File: src/rtl/trap_sequencer.sv
// -----------------------------------------------------------------------------
// trap_sequencer
// Turns trap requests from the CSR/exception unit, and committed MRETs, into a
// pipeline flush followed by a single-cycle PC redirect to the fetch stage.
// A trap taken while the handler entry itself is in XB locks the core.
//
// Ports
//   clk                 in   clock, rising edge
//   resetb              in   asynchronous active-low reset
//   initiate_illinst    in   illegal-instruction trap request (bubble-gated)
//   initiate_misaligned in   misaligned trap request (bubble-gated)
//   mret                in   MRET decoded in XB
//   XB_bubble           in   XB stage holds a bubble
//   XB_pc               in   PC of the instruction in XB
//   csr_mepc            in   current mepc from the CSR unit
//   flush_FD            out  kill FD-stage instruction
//   flush_XB            out  kill XB-stage instruction
//   redirect_valid      out  one-cycle pulse, fetch loads redirect_pc
//   redirect_pc         out  redirect target, held until the next redirect
//   trap_active         out  sequencer is not idle
//   halted              out  core locked after a fault at the handler entry
//   trap_count          out  saturating count of accepted traps
//
// state    | meaning
// ---------+-----------------------------------------------------------
// IDLE     | waiting for a trap request or a committed MRET
// FLUSH    | flush_FD/flush_XB held while the down-counter runs out
// REDIRECT | redirect_valid pulse with the latched target
// LOCKED   | fault at handler entry; flush and halted until reset
// -----------------------------------------------------------------------------
module trap_sequencer #(
    parameter logic [31:0] MTVEC_BASE   = 32'h0000_0000,
    parameter int          FLUSH_CYCLES = 2,
    parameter int          CNT_W        = 16
) (
    input  logic             clk,
    input  logic             resetb,
    input  logic             initiate_illinst,
    input  logic             initiate_misaligned,
    input  logic             mret,
    input  logic             XB_bubble,
    input  logic [31:0]      XB_pc,
    input  logic [31:0]      csr_mepc,
    output logic             flush_FD,
    output logic             flush_XB,
    output logic             redirect_valid,
    output logic [31:0]      redirect_pc,
    output logic             trap_active,
    output logic             halted,
    output logic [CNT_W-1:0] trap_count
);

    typedef enum logic [1:0] {
        S_IDLE,
        S_FLUSH,
        S_REDIRECT,
        S_LOCKED
    } state_t;

    // The counter is loaded with FLUSH_CYCLES-1 because the entry edge
    // already provides the first flush cycle.
    localparam logic [3:0] FLUSH_LOAD = 4'(FLUSH_CYCLES - 1);

    state_t             r_state, w_state_nxt;
    logic [3:0]         r_cnt, w_cnt_nxt;
    logic [31:0]        r_target, w_target_nxt;
    logic               r_flush, w_flush_nxt;
    logic               r_redirect_valid, w_redirect_valid_nxt;
    logic [31:0]        r_redirect_pc, w_redirect_pc_nxt;
    logic               r_trap_active, w_trap_active_nxt;
    logic               r_halted, w_halted_nxt;
    logic [CNT_W-1:0]   r_trap_count, w_trap_count_nxt;

    logic               w_trap;
    logic               w_cnt_sat;

    assign w_trap    = initiate_illinst | initiate_misaligned;
    assign w_cnt_sat = &r_trap_count;

    always_comb begin
        w_state_nxt          = r_state;
        w_cnt_nxt            = r_cnt;
        w_target_nxt         = r_target;
        w_flush_nxt          = 1'b0;
        w_redirect_valid_nxt = 1'b0;
        w_redirect_pc_nxt    = r_redirect_pc;
        w_halted_nxt         = 1'b0;
        w_trap_count_nxt     = r_trap_count;

        case (r_state)
            S_IDLE: begin
                if (w_trap) begin
                    if (XB_pc == MTVEC_BASE) begin
                        w_state_nxt  = S_LOCKED;
                        w_flush_nxt  = 1'b1;
                        w_halted_nxt = 1'b1;
                    end else begin
                        w_state_nxt  = S_FLUSH;
                        w_flush_nxt  = 1'b1;
                        w_cnt_nxt    = FLUSH_LOAD;
                        w_target_nxt = MTVEC_BASE;
                        if (!w_cnt_sat)
                            w_trap_count_nxt = r_trap_count + {{(CNT_W-1){1'b0}}, 1'b1};
                    end
                end else if (mret && !XB_bubble) begin
                    w_state_nxt  = S_FLUSH;
                    w_flush_nxt  = 1'b1;
                    w_cnt_nxt    = FLUSH_LOAD;
                    w_target_nxt = csr_mepc;
                end
            end
            S_FLUSH: begin
                if (r_cnt == 4'd0) begin
                    w_state_nxt          = S_REDIRECT;
                    w_redirect_valid_nxt = 1'b1;
                    w_redirect_pc_nxt    = r_target;
                end else begin
                    w_cnt_nxt   = r_cnt - 4'd1;
                    w_flush_nxt = 1'b1;
                end
            end
            S_REDIRECT: begin
                w_state_nxt = S_IDLE;
            end
            S_LOCKED: begin
                w_flush_nxt  = 1'b1;
                w_halted_nxt = 1'b1;
            end
            default: begin
                w_state_nxt = S_IDLE;
            end
        endcase

        w_trap_active_nxt = (w_state_nxt != S_IDLE);
    end

    always_ff @(posedge clk or negedge resetb) begin
        if (!resetb) begin
            r_state          <= S_IDLE;
            r_cnt            <= 4'd0;
            r_target         <= 32'd0;
            r_flush          <= 1'b0;
            r_redirect_valid <= 1'b0;
            r_redirect_pc    <= 32'd0;
            r_trap_active    <= 1'b0;
            r_halted         <= 1'b0;
            r_trap_count     <= '0;
        end else begin
            r_state          <= w_state_nxt;
            r_cnt            <= w_cnt_nxt;
            r_target         <= w_target_nxt;
            r_flush          <= w_flush_nxt;
            r_redirect_valid <= w_redirect_valid_nxt;
            r_redirect_pc    <= w_redirect_pc_nxt;
            r_trap_active    <= w_trap_active_nxt;
            r_halted         <= w_halted_nxt;
            r_trap_count     <= w_trap_count_nxt;
        end
    end

    assign flush_FD       = r_flush;
    assign flush_XB       = r_flush;
    assign redirect_valid = r_redirect_valid;
    assign redirect_pc    = r_redirect_pc;
    assign trap_active    = r_trap_active;
    assign halted         = r_halted;
    assign trap_count     = r_trap_count;

endmodule

File: config.mk
export PLATFORM = sky130hd
export DESIGN_NAME = trap_sequencer
export DESIGN_NICKNAME = d
export VERILOG_FILES = /design/src/rtl/trap_sequencer.sv
export SDC_FILE = /design/constraint.sdc
export NUM_CORES = 1
export LEC_CHECK = 0
export BUFFER_PORTS_ARGS = -buffer_cell sky130_fd_sc_hd__buf_4
export CAP_MARGIN = 10
export CORE_UTILIZATION = 35
export CTS_CLUSTER_DIAMETER = 120
export DETAILED_ROUTE_END_ITERATION = 12
export GPL_TIMING_DRIVEN = 0
export HOLD_SLACK_MARGIN = 0.15
export PLACE_DENSITY_LB_ADDON = 0.1
export SKIP_LAST_GASP = 1
export SLEW_MARGIN = 10
export SYNTH_ARGS = -nofsm -noshare
export SYNTH_HDL_FRONTEND = slang
export SYNTH_SLANG_ARGS = --single-unit
File: constraint.sdc
create_clock -name clk -period 2.7 [get_ports clk]
set_clock_uncertainty 0.15 [all_clocks]
set_input_delay 0.135 -clock clk [delete_from_list [all_inputs] [get_ports clk]]
set_output_delay 0.135 -clock clk [all_outputs]
set_load 0.05 [all_outputs]
# After elaboration in Yosys (flattened, before gate mapping)
# Cells that the tools add are included.
dict set report totals {
  register_bits 90
  inputBits 70
  output_inout_bits 53
  word_cells 56
}
dict set report op_classes {
  addsub 2
  eq_ne 7
  muxes 22
  n_bitwise 3
  reduce_logical 13
}
# op n
set ops {}
lappend ops {{$mux W32} 3}
lappend ops {{$logic_not A32 Y1} 1}
lappend ops {{$add A16 B1 Y16 const B} 1}
lappend ops {{$mux W4} 4}
lappend ops {{$reduce_and A16 Y1} 1}
lappend ops {{$mux W2} 4}
lappend ops {{$pmux W4 S2} 1}
lappend ops {{$reduce_and A4 Y1} 2}
lappend ops {{$mux W1} 7}
lappend ops {{$ne A3 B3 Y1 const B} 2}
lappend ops {{$pmux W2 S3} 1}
lappend ops {{$reduce_bool A2 Y1} 3}
lappend ops {{$eq A2 B2 Y1 const B} 2}
lappend ops {{$logic_not A4 Y1} 1}
lappend ops {{$ne A2 B2 Y1 const B} 2}
lappend ops {{$sub A4 B1 Y4 const B} 1}
lappend ops {{$pmux W1 S3} 1}
lappend ops {{$reduce_and A3 Y1} 1}
lappend ops {{$eq A2 B1 Y1 const B} 1}
lappend ops {{$logic_not A2 Y1} 1}
lappend ops {{$not A1 Y1} 2}
lappend ops {{$pmux W1 S2} 1}
lappend ops {{$reduce_and A2 Y1} 1}
lappend ops {{$logic_and A1 B1 Y1} 1}
lappend ops {{2 further kinds} 2}

# Longest topological paths before layout
# Gate-level depths: netlist of the first run.
dict set report logic_depth {
  ltp_word 6
  ltp_mapped 8
  mapped_depth_nobuf 7
}

# Least setup slack after synthesis of the first run
# OpenSTA, ideal clock, no wires.
dict set report synth_timing {
  path_kind {register -> register}
  startpoint {reg r_trap_count[0] (netlist: trap_count[0])}
  endpoint {reg r_trap_count[11] (netlist: trap_count[11])}
  setup_ns 0.145
  arrival_ns 1.995
  required_ns 2.405
  slack_ns 0.410
  stages_incl_launch_ff 7
  n_path_buf 0
  period_less_slack_ns 2.290
  path_cell_list {dfrtp_1 > ha_1 > nand3_1 > or4_4 > o211ai_1 > nor3_1 > xor2_1}
}
dict set report synth_between {
  elab_chain_len 3
  elab_cells_between_ends 4
  cone_classes {add/sub: 1; bitwise: 1; reduce/logical: 2}
}
# element line
set synth_rtl {}
lappend synth_rtl {{from (decl)} 72} ;# logic [CNT_W-1:0] r_trap_count, w_trap_count_nxt;
lappend synth_rtl {{from (signal assigned)} 157} ;# r_trap_count <= w_trap_count_nxt;
lappend synth_rtl {{parallel branches: the longest is 3 deep, another holds $add A16 B1 Y16} n/a}
# Parallel ways; which one is timed is not known.
# A chain may end at the register's enable or synchronous reset.

# Worst setup path after layout of the first run
dict set report layout_timing {
  startpoint {reg r_cnt[0]}
  endpoint {reg r_redirect_pc[28] (netlist: redirect_pc[28])}
}
dict set report layout_between {
  elab_chain_len 2
}
# element line
set layout_rtl {}
lappend layout_rtl {{from (decl)} 65} ;# logic [3:0] r_cnt, w_cnt_nxt;
lappend layout_rtl {{from (signal assigned)} 150} ;# r_cnt <= w_cnt_nxt;
lappend layout_rtl {{$logic_not A4 Y1} 113} ;# if (r_cnt == 4'd0) begin
lappend layout_rtl {{$reduce_and A2 Y1 (no line)} n/a}
lappend layout_rtl {{to (signal assigned)} 154} ;# r_redirect_pc <= w_redirect_pc_nxt;
lappend layout_rtl {{to (decl)} 69} ;# logic [31:0] r_redirect_pc, w_redirect_pc_nxt;
# No other way between the ends.

==> impl_metrics.yaml, run 1 <==
placed_design:
  gp_congestion: 0.7761
  dp_hpwl_mm: 6.325
  numPortBuffers: 122
  place_inst: 607
cts:
  cts.sinks: 90
  cts_max_path_buffers: 2
  cts_buffers: 9
  clkLatencyLatePin_ns: 0.36
  post_cts_buffers: 0
  clkTransAtPathRegs_ns: 0.08
  holdBufCountCts: 36
  cts_resized: 0
  cts_root_buf: "clkbuf_8"
  cts_tree: "yes"
  cts_max_level: 3
worst_setup_path:
  critPathLaunchType: "flip-flop"
  crit_path_start: "r_cnt[0]"
  slowest_delay_ns: 0.49
  slowest_stage: "or3b_2"
  critPathMaxFanout: 10
  cp_cell_sequence: "inv_1, ha_1, or3b_2, nor2_2, buf_2, mux2_2"
  crit_arrival_ns: 2.47
  cp-end-kind: "flip-flop"
  path_buf_inv: 2
  crit_required_ns: 2.80
  crit_family: "simple AND/OR/NAND/NOR gates"
  reg2reg_depth: 6
  timing.rr.start: "r_cnt[0]"
  timing.rr.end: "redirect_pc[28]"
  path_class: "reg -> reg"
  rrSetupSlack_ns: 0.33
timing:
  timing.final.crit_period_ns: 2.371
  fmax_mhz: 421.8
  fin_crit_sh_pct: 87.81
  finalSetupTns_ns: 0
  rsz0062_at_grt: "no"
  tightest_slew_ns: 0.8057
  slew_violations: 0
  finalSetupViolCount: 0
  hold_violations: 0
  slew_headroom_pct: 46.29
pwr:
  vdd_drop_max_v: 0.0006307
  pwr-share-seq_pct: 37.3
  p_per_area_nw_per_um2: 1002
  switching_power_mw: 2.435
  p_leak_nw: 2.697
  power_frac_comb_pct: 47.3
  switching_share_pct: 44.41
  clkPwrFrac_pct: 15.4
  internal_power_mw: 3.048
logic_synthesis:
  syn_inst: 349
  ys_types: 37
  syn_avg_cell_area_um2: 11.02
  synth-compound-area-share_pct: 7.870
  ys_warn_count: 0
  synthAdderAreaFrac_pct: 1.951
  synth_mux_area_share_pct: 9.919
  seq_area_frac_synth_pct: 58.54
  synthXorXnorAreaFrac_pct: 3.415
  syn-num-nets: 425
  synth-simple-area-share_pct: 14.89
  netlist_area_um2: 3847
  synth_top_family_by_area: "simple AND/OR/NAND/NOR gates"
  ys_seq_elements: 90
drt:
  routed_via_density: 4.675
  route.detailed.drc: 0
  drt_wl_total_mm: 9.235
  vias: 3081
  ant_nets: 0
  first_iter_violations: 103
  wl_per_cell_um: 14.01
  dr.pass1.iters: 4
floorplan:
  coreArea_um2: 10510
  die_w_um: 106.8
  start_util_pct: 36.61
  top_level_ports: 123
  die_h_um: 106.8
  die_area_um2: 11420
  rows: 37
grt:
  grt-ovfl-total: 0
  grtUsageTotal_pct: 17.39
  grt_first_pass_wirelength_mm: 15.55
  grt_max_degree: 91
  grt_pass1_vias: 3120
  antenna_found_initial: 0
cells_and_area:
  regArea_um2: 2252
  antenna_cells: 0
  final_cell_mix: "126 x buf_4, 90 x dfrtp_1, 73 x nand2_1"
  fin_cells: 659
  mostFrequentLayoutCell: "buf_4"
  drive_gt1_share_pct: 36.14
  postLayoutCoreUtil_pct: 52.09
  fin_nets: 594
  syn_to_final_growth_pct: 42.28
  nFillCells: 971
  multi_input_area_um2: 1464
worst_hold_path:
  min_from: "initiate_illinst"
  hold_end: "halted"
  worstHoldPathType: "in -> reg"
  whs_path_depth: 4
job:
  maxCapViolations: 0
run_status:
  outcome: "completed"
## logic make-up (layout without fill, tap and decap cells)
kind of cell	after synthesis	count (layout)
adder cells (fa/ha/maj)	6	6
multiplexers	34	34
buffers and inverters	28	202
AO/OA/AOI/OAI	51	51
XOR/XNOR	15	15
AND/OR/NAND/NOR	125	125
flip-flops	90	90
## cell type report
class / count / share of cell area (%)
repair buffers: 158 / 23.38
well taps: 136 / 3.109
inverters: 12 / 0.8229
multi-input cells: 231 / 26.74
flip-flops and latches: 90 / 41.14
plain buffers: 16 / 1.577
clock buffers: 9 / 2.263
clock inverters: 7 / 0.9600
## power groups by stage
| stage | Clock (mW) | Combinational, mW | Sequential [mW] |
|---|---|---|---|
| 6_report | 0.843 | 2.59 | 2.05 |
| 5_1_grt | 0.932 | 2.79 | 2.11 |
| 4_1_cts | 0.879 | 2.62 | 2.05 |
| 3_5_place_dp | 0 | 2.58 | 2.08 |
| 3_3_place_gp | 0 | 2.55 | 2.06 |
| 2_1_floorplan | 0 | 0.922 | 2.90 |
## routing by layer
layer  share of wire (%)  global-route usage (%)
met5                   0                       0
met4                0.99                   4.207
met3                 4.8                   5.106
met2                  45                   27.00
met1                  49                   23.89
## stage by stage
stage	power, mW	cell area (um^2)	hold WS, ns	setup WS, ns
global route	5.833	5474	0.2023	0.1566
global placement	4.606	4933	0.2355	0.3037
CTS	5.554	5470	0.1592	0.2926
floorplan	3.820	3847	-0.3106	0.4101
finish	5.483	5474	0.1862	0.3292
detailed placement	4.656	4933	0.2437	0.2966
## worst min-delay path, delay by kind of cell
kind            cells  cell delay (ns)
buf+inv             1             0.09
compound gates      1             0.17
simple gates        2             0.25
## sequential cells by signal (all words and copies together) (netlist names)
register and flops:
trap_active 1, r_state 2, r_target 32, halted 1, flush_FD 1, trap_count 16
redirect_valid 1, redirect_pc 32, r_cnt 4
## synth_stat cells, drive strengths merged
library cell  count  area, um^2
nor4b             1       8.760
a21oi             1       5.000
clkbuf            5       18.77
o211ai            2       15.01
ha                6       75.07
a2111oi           1       8.760
nor3             10       50.05
o21ai            36       180.2
dfrtp            90        2252
nor3b             2       15.01
o311ai            1       16.27
nand2b            2       12.51
or3               1       6.260
a211oi            1       7.510
buf              11       67.57
a22o              5       43.79
or3b              1       8.760
a31oi             1       6.260
nand3             7       40.04
inv              12       45.04
nor2             11       46.29
o22ai             2       12.51
mux2             33       371.6
mux2i             1       10.01
nand2            73       274.0
a21o              1       7.510
or2               1       6.260
xor2             12       105.1
nor2b             1       6.260
nand4             6       37.54
nor4              8       50.05
xnor2             3       26.28
or4               1       11.26
## how the worst max path moves through the flow
stage	end	slack [ns]	depth (start not counted)
floorplan	trap_count[11]	0.41	6
global placement	redirect_pc[2]	0.30	6
detailed placement	redirect_pc[31]	0.30	6
CTS	redirect_pc[27]	0.29	6
global route	redirect_pc[3]	0.16	6
finish	redirect_pc[28]	0.33	6
No activity file was read; power rests on OpenSTA's default activity.
==> run 2, diff against run 1 <==
- CORE_ASPECT_RATIO: not set -> 0.7
==> run 2 against run 1 <==
Compared with the run above:
- die area hardly changed
- register-to-register slack got worse by 0.05 ns
- cell count increased by 1.8%
- sequential share of layout area down 1.3 points
- total power grew 11%
- combinational power about the same
- via count up 0.91%
- final area is 3.3% higher
- clock-buffer cell count grew 1
- critical path type unchanged
- largest cell class unchanged
- highest routed layer unchanged
==> impl_metrics.yaml, run 2 (same netlist as run 1, synthesis figures left out) <==
run_status:
  outcome: "completed"
drt:
  first_iter_violations: 97
  routed_via_density: 4.633
  wl_per_cell_um: 14.13
  route.detailed.drc: 0
  drt_wl_total_mm: 9.482
  dr.pass1.iters: 4
  vias: 3109
  ant_nets: 0
timing:
  finalSetupViolCount: 0
  finalSetupTns_ns: 0
  slew_violations: 0
  fin_crit_sh_pct: 89.76
  hold_violations: 0
  timing.final.crit_period_ns: 2.423
  slew_headroom_pct: 44.74
  fmax_mhz: 412.6
  rsz0062_at_grt: "no"
  tightest_slew_ns: 0.8288
grt:
  grtUsageTotal_pct: 18.09
  grt_pass1_vias: 3278
  grt_first_pass_wirelength_mm: 16.24
  antenna_found_initial: 0
  grt-ovfl-total: 0
  grt_max_degree: 91
cts:
  cts.sinks: 90
  post_cts_buffers: 0
  clkLatencyLatePin_ns: 0.34
  cts_max_path_buffers: 2
  cts_max_level: 3
  cts_resized: 0
  clkTransAtPathRegs_ns: 0.06
  cts_root_buf: "clkbuf_16"
  cts_buffers: 9
  cts_tree: "yes"
placed_design:
  numPortBuffers: 122
  dp_hpwl_mm: 6.777
  gp_congestion: 0.7638
pwr:
  p_leak_nw: 2.772
  vdd_drop_max_v: 0.0004636
  p_per_area_nw_per_um2: 1074
cells_and_area:
  mostFrequentLayoutCell: "buf_4"
  final_cell_mix: "126 x buf_4, 90 x dfrtp_1, 73 x nand2_1"
  syn_to_final_growth_pct: 46.99
  antenna_cells: 0
  fin_nets: 595
  postLayoutCoreUtil_pct: 53.80
  drive_gt1_share_pct: 35.76
worst_setup_path:
  timing.rr.start: "r_cnt[0]"
  timing.rr.end: "redirect_pc[22]"
  rrSetupSlack_ns: 0.28
  reg2reg_depth: 6
  critPathCapture: "redirect_pc[22]"
  crit_path_start: "r_cnt[0]"
  slowest_delay_ns: 0.50
  slowest_stage: "or3b_2"
  critical_path_depth: 6
  crit_family: "simple AND/OR/NAND/NOR gates"
  path_class: "reg -> reg"
  cp-end-kind: "flip-flop"
  crit_required_ns: 2.77
  critPathMaxFanout: 10
  critPathLaunchType: "flip-flop"
  cp_cell_sequence: "inv_1, ha_1, or3b_2, nor2_2, buf_2, mux2_2"
  path_buf_inv: 2
  crit_arrival_ns: 2.50
floorplan:
  rows: 31
  top_level_ports: 123
  coreArea_um2: 10510
  die_h_um: 89.72
  start_util_pct: 36.60
  die_area_um2: 11420
  die_w_um: 127.3
job:
  maxCapViolations: 0
worst_hold_path:
  worstHoldPathType: "in -> reg"
-- run 2: cell types whose count changed in the layout (fill, tap and decap cells not counted), sizes merged --
cell | previous run | this run
bufinv | 0 | 3
clkbuf | 14 | 15
clkinv | 4 | 2
clkinvlp | 1 | 0
dlygate4sd3 | 36 | 37
inv | 14 | 12
-- run 2: how the worst min path moves through the flow --
| stage | start | end | depth (start not counted) | slack (ns) |
|---|---|---|---|---|
| 6_report | XB_bubble | r_state[1] | 5 | 0.20 |
| 5_1_grt | XB_bubble | r_state[1] | 5 | 0.22 |
| 4_1_cts | XB_bubble | r_state[1] | 5 | 0.16 |
| 3_5_place_dp | csr_mepc[26] | r_target[26] | 3 | 0.24 |
| 3_3_place_gp | csr_mepc[26] | r_target[26] | 3 | 0.23 |
| 2_1_floorplan | resetb | flush_FD | 0 | -0.31 |
-- run 2: layout make-up --
class	instances	area [um^2]
clock inverters	5	103.9
multi-input cells	231	1464
repair buffers	159	1290
inverters	12	45.04
flip-flops and latches	90	2252
clock buffers	10	229.0
fillers	946	4856
well taps	148	185.2
plain buffers	16	86.33
-- run 2: routing by layer --
metal | up-vias | share of wire [%] | track usage [%]
li1 | 1534 | - | -
met4 | 0 | 1.4 | 5.357
met5 | - | 0 | 0
met1 | 1482 | 48 | 25.24
met2 | 82 | 45 | 27.09
met3 | 11 | 5.5 | 5.357
-- run 2: tightest hold or removal path, stage by stage --
cell	delay (ns)
buf_4	0.08
nor2b_1	0.07
o22ai_1	0.14
o211ai_1	0.15
nand2_1	0.08
-- run 2: through the flow --
step           hold slack (ns)  cells  total power, mW  setup WS, ns  area [um^2]
2_1_floorplan          -0.3106    349            3.820        0.4101         3847
3_3_place_gp            0.2339    619            4.626        0.2811         4949
3_5_place_dp            0.2412    619            4.671        0.2517         4949
4_1_cts                 0.1619    671            6.145        0.2464         5652
5_1_grt                 0.2172    671            6.425        0.1293         5655
6_report                0.2003    671            6.072        0.2766         5655
-- run 2: report_power, final --
part / switching (mW) / internal (mW) / total (mW)
logic: 1.69 / 0.930 / 2.62
clock network: 0.499 / 0.899 / 1.40
registers: 0.273 / 1.78 / 2.06
total: 2.46 / 3.61 / 6.07
-- run 2: what timing repair did --
| item | 4_1_cts | 5_1_grt |
|---|---|---|
| endpoints found under the hold margin | 123 | 0 |
| hold buffers | 37 | 0 |
| setup endpoints to repair | 0 | 0 |
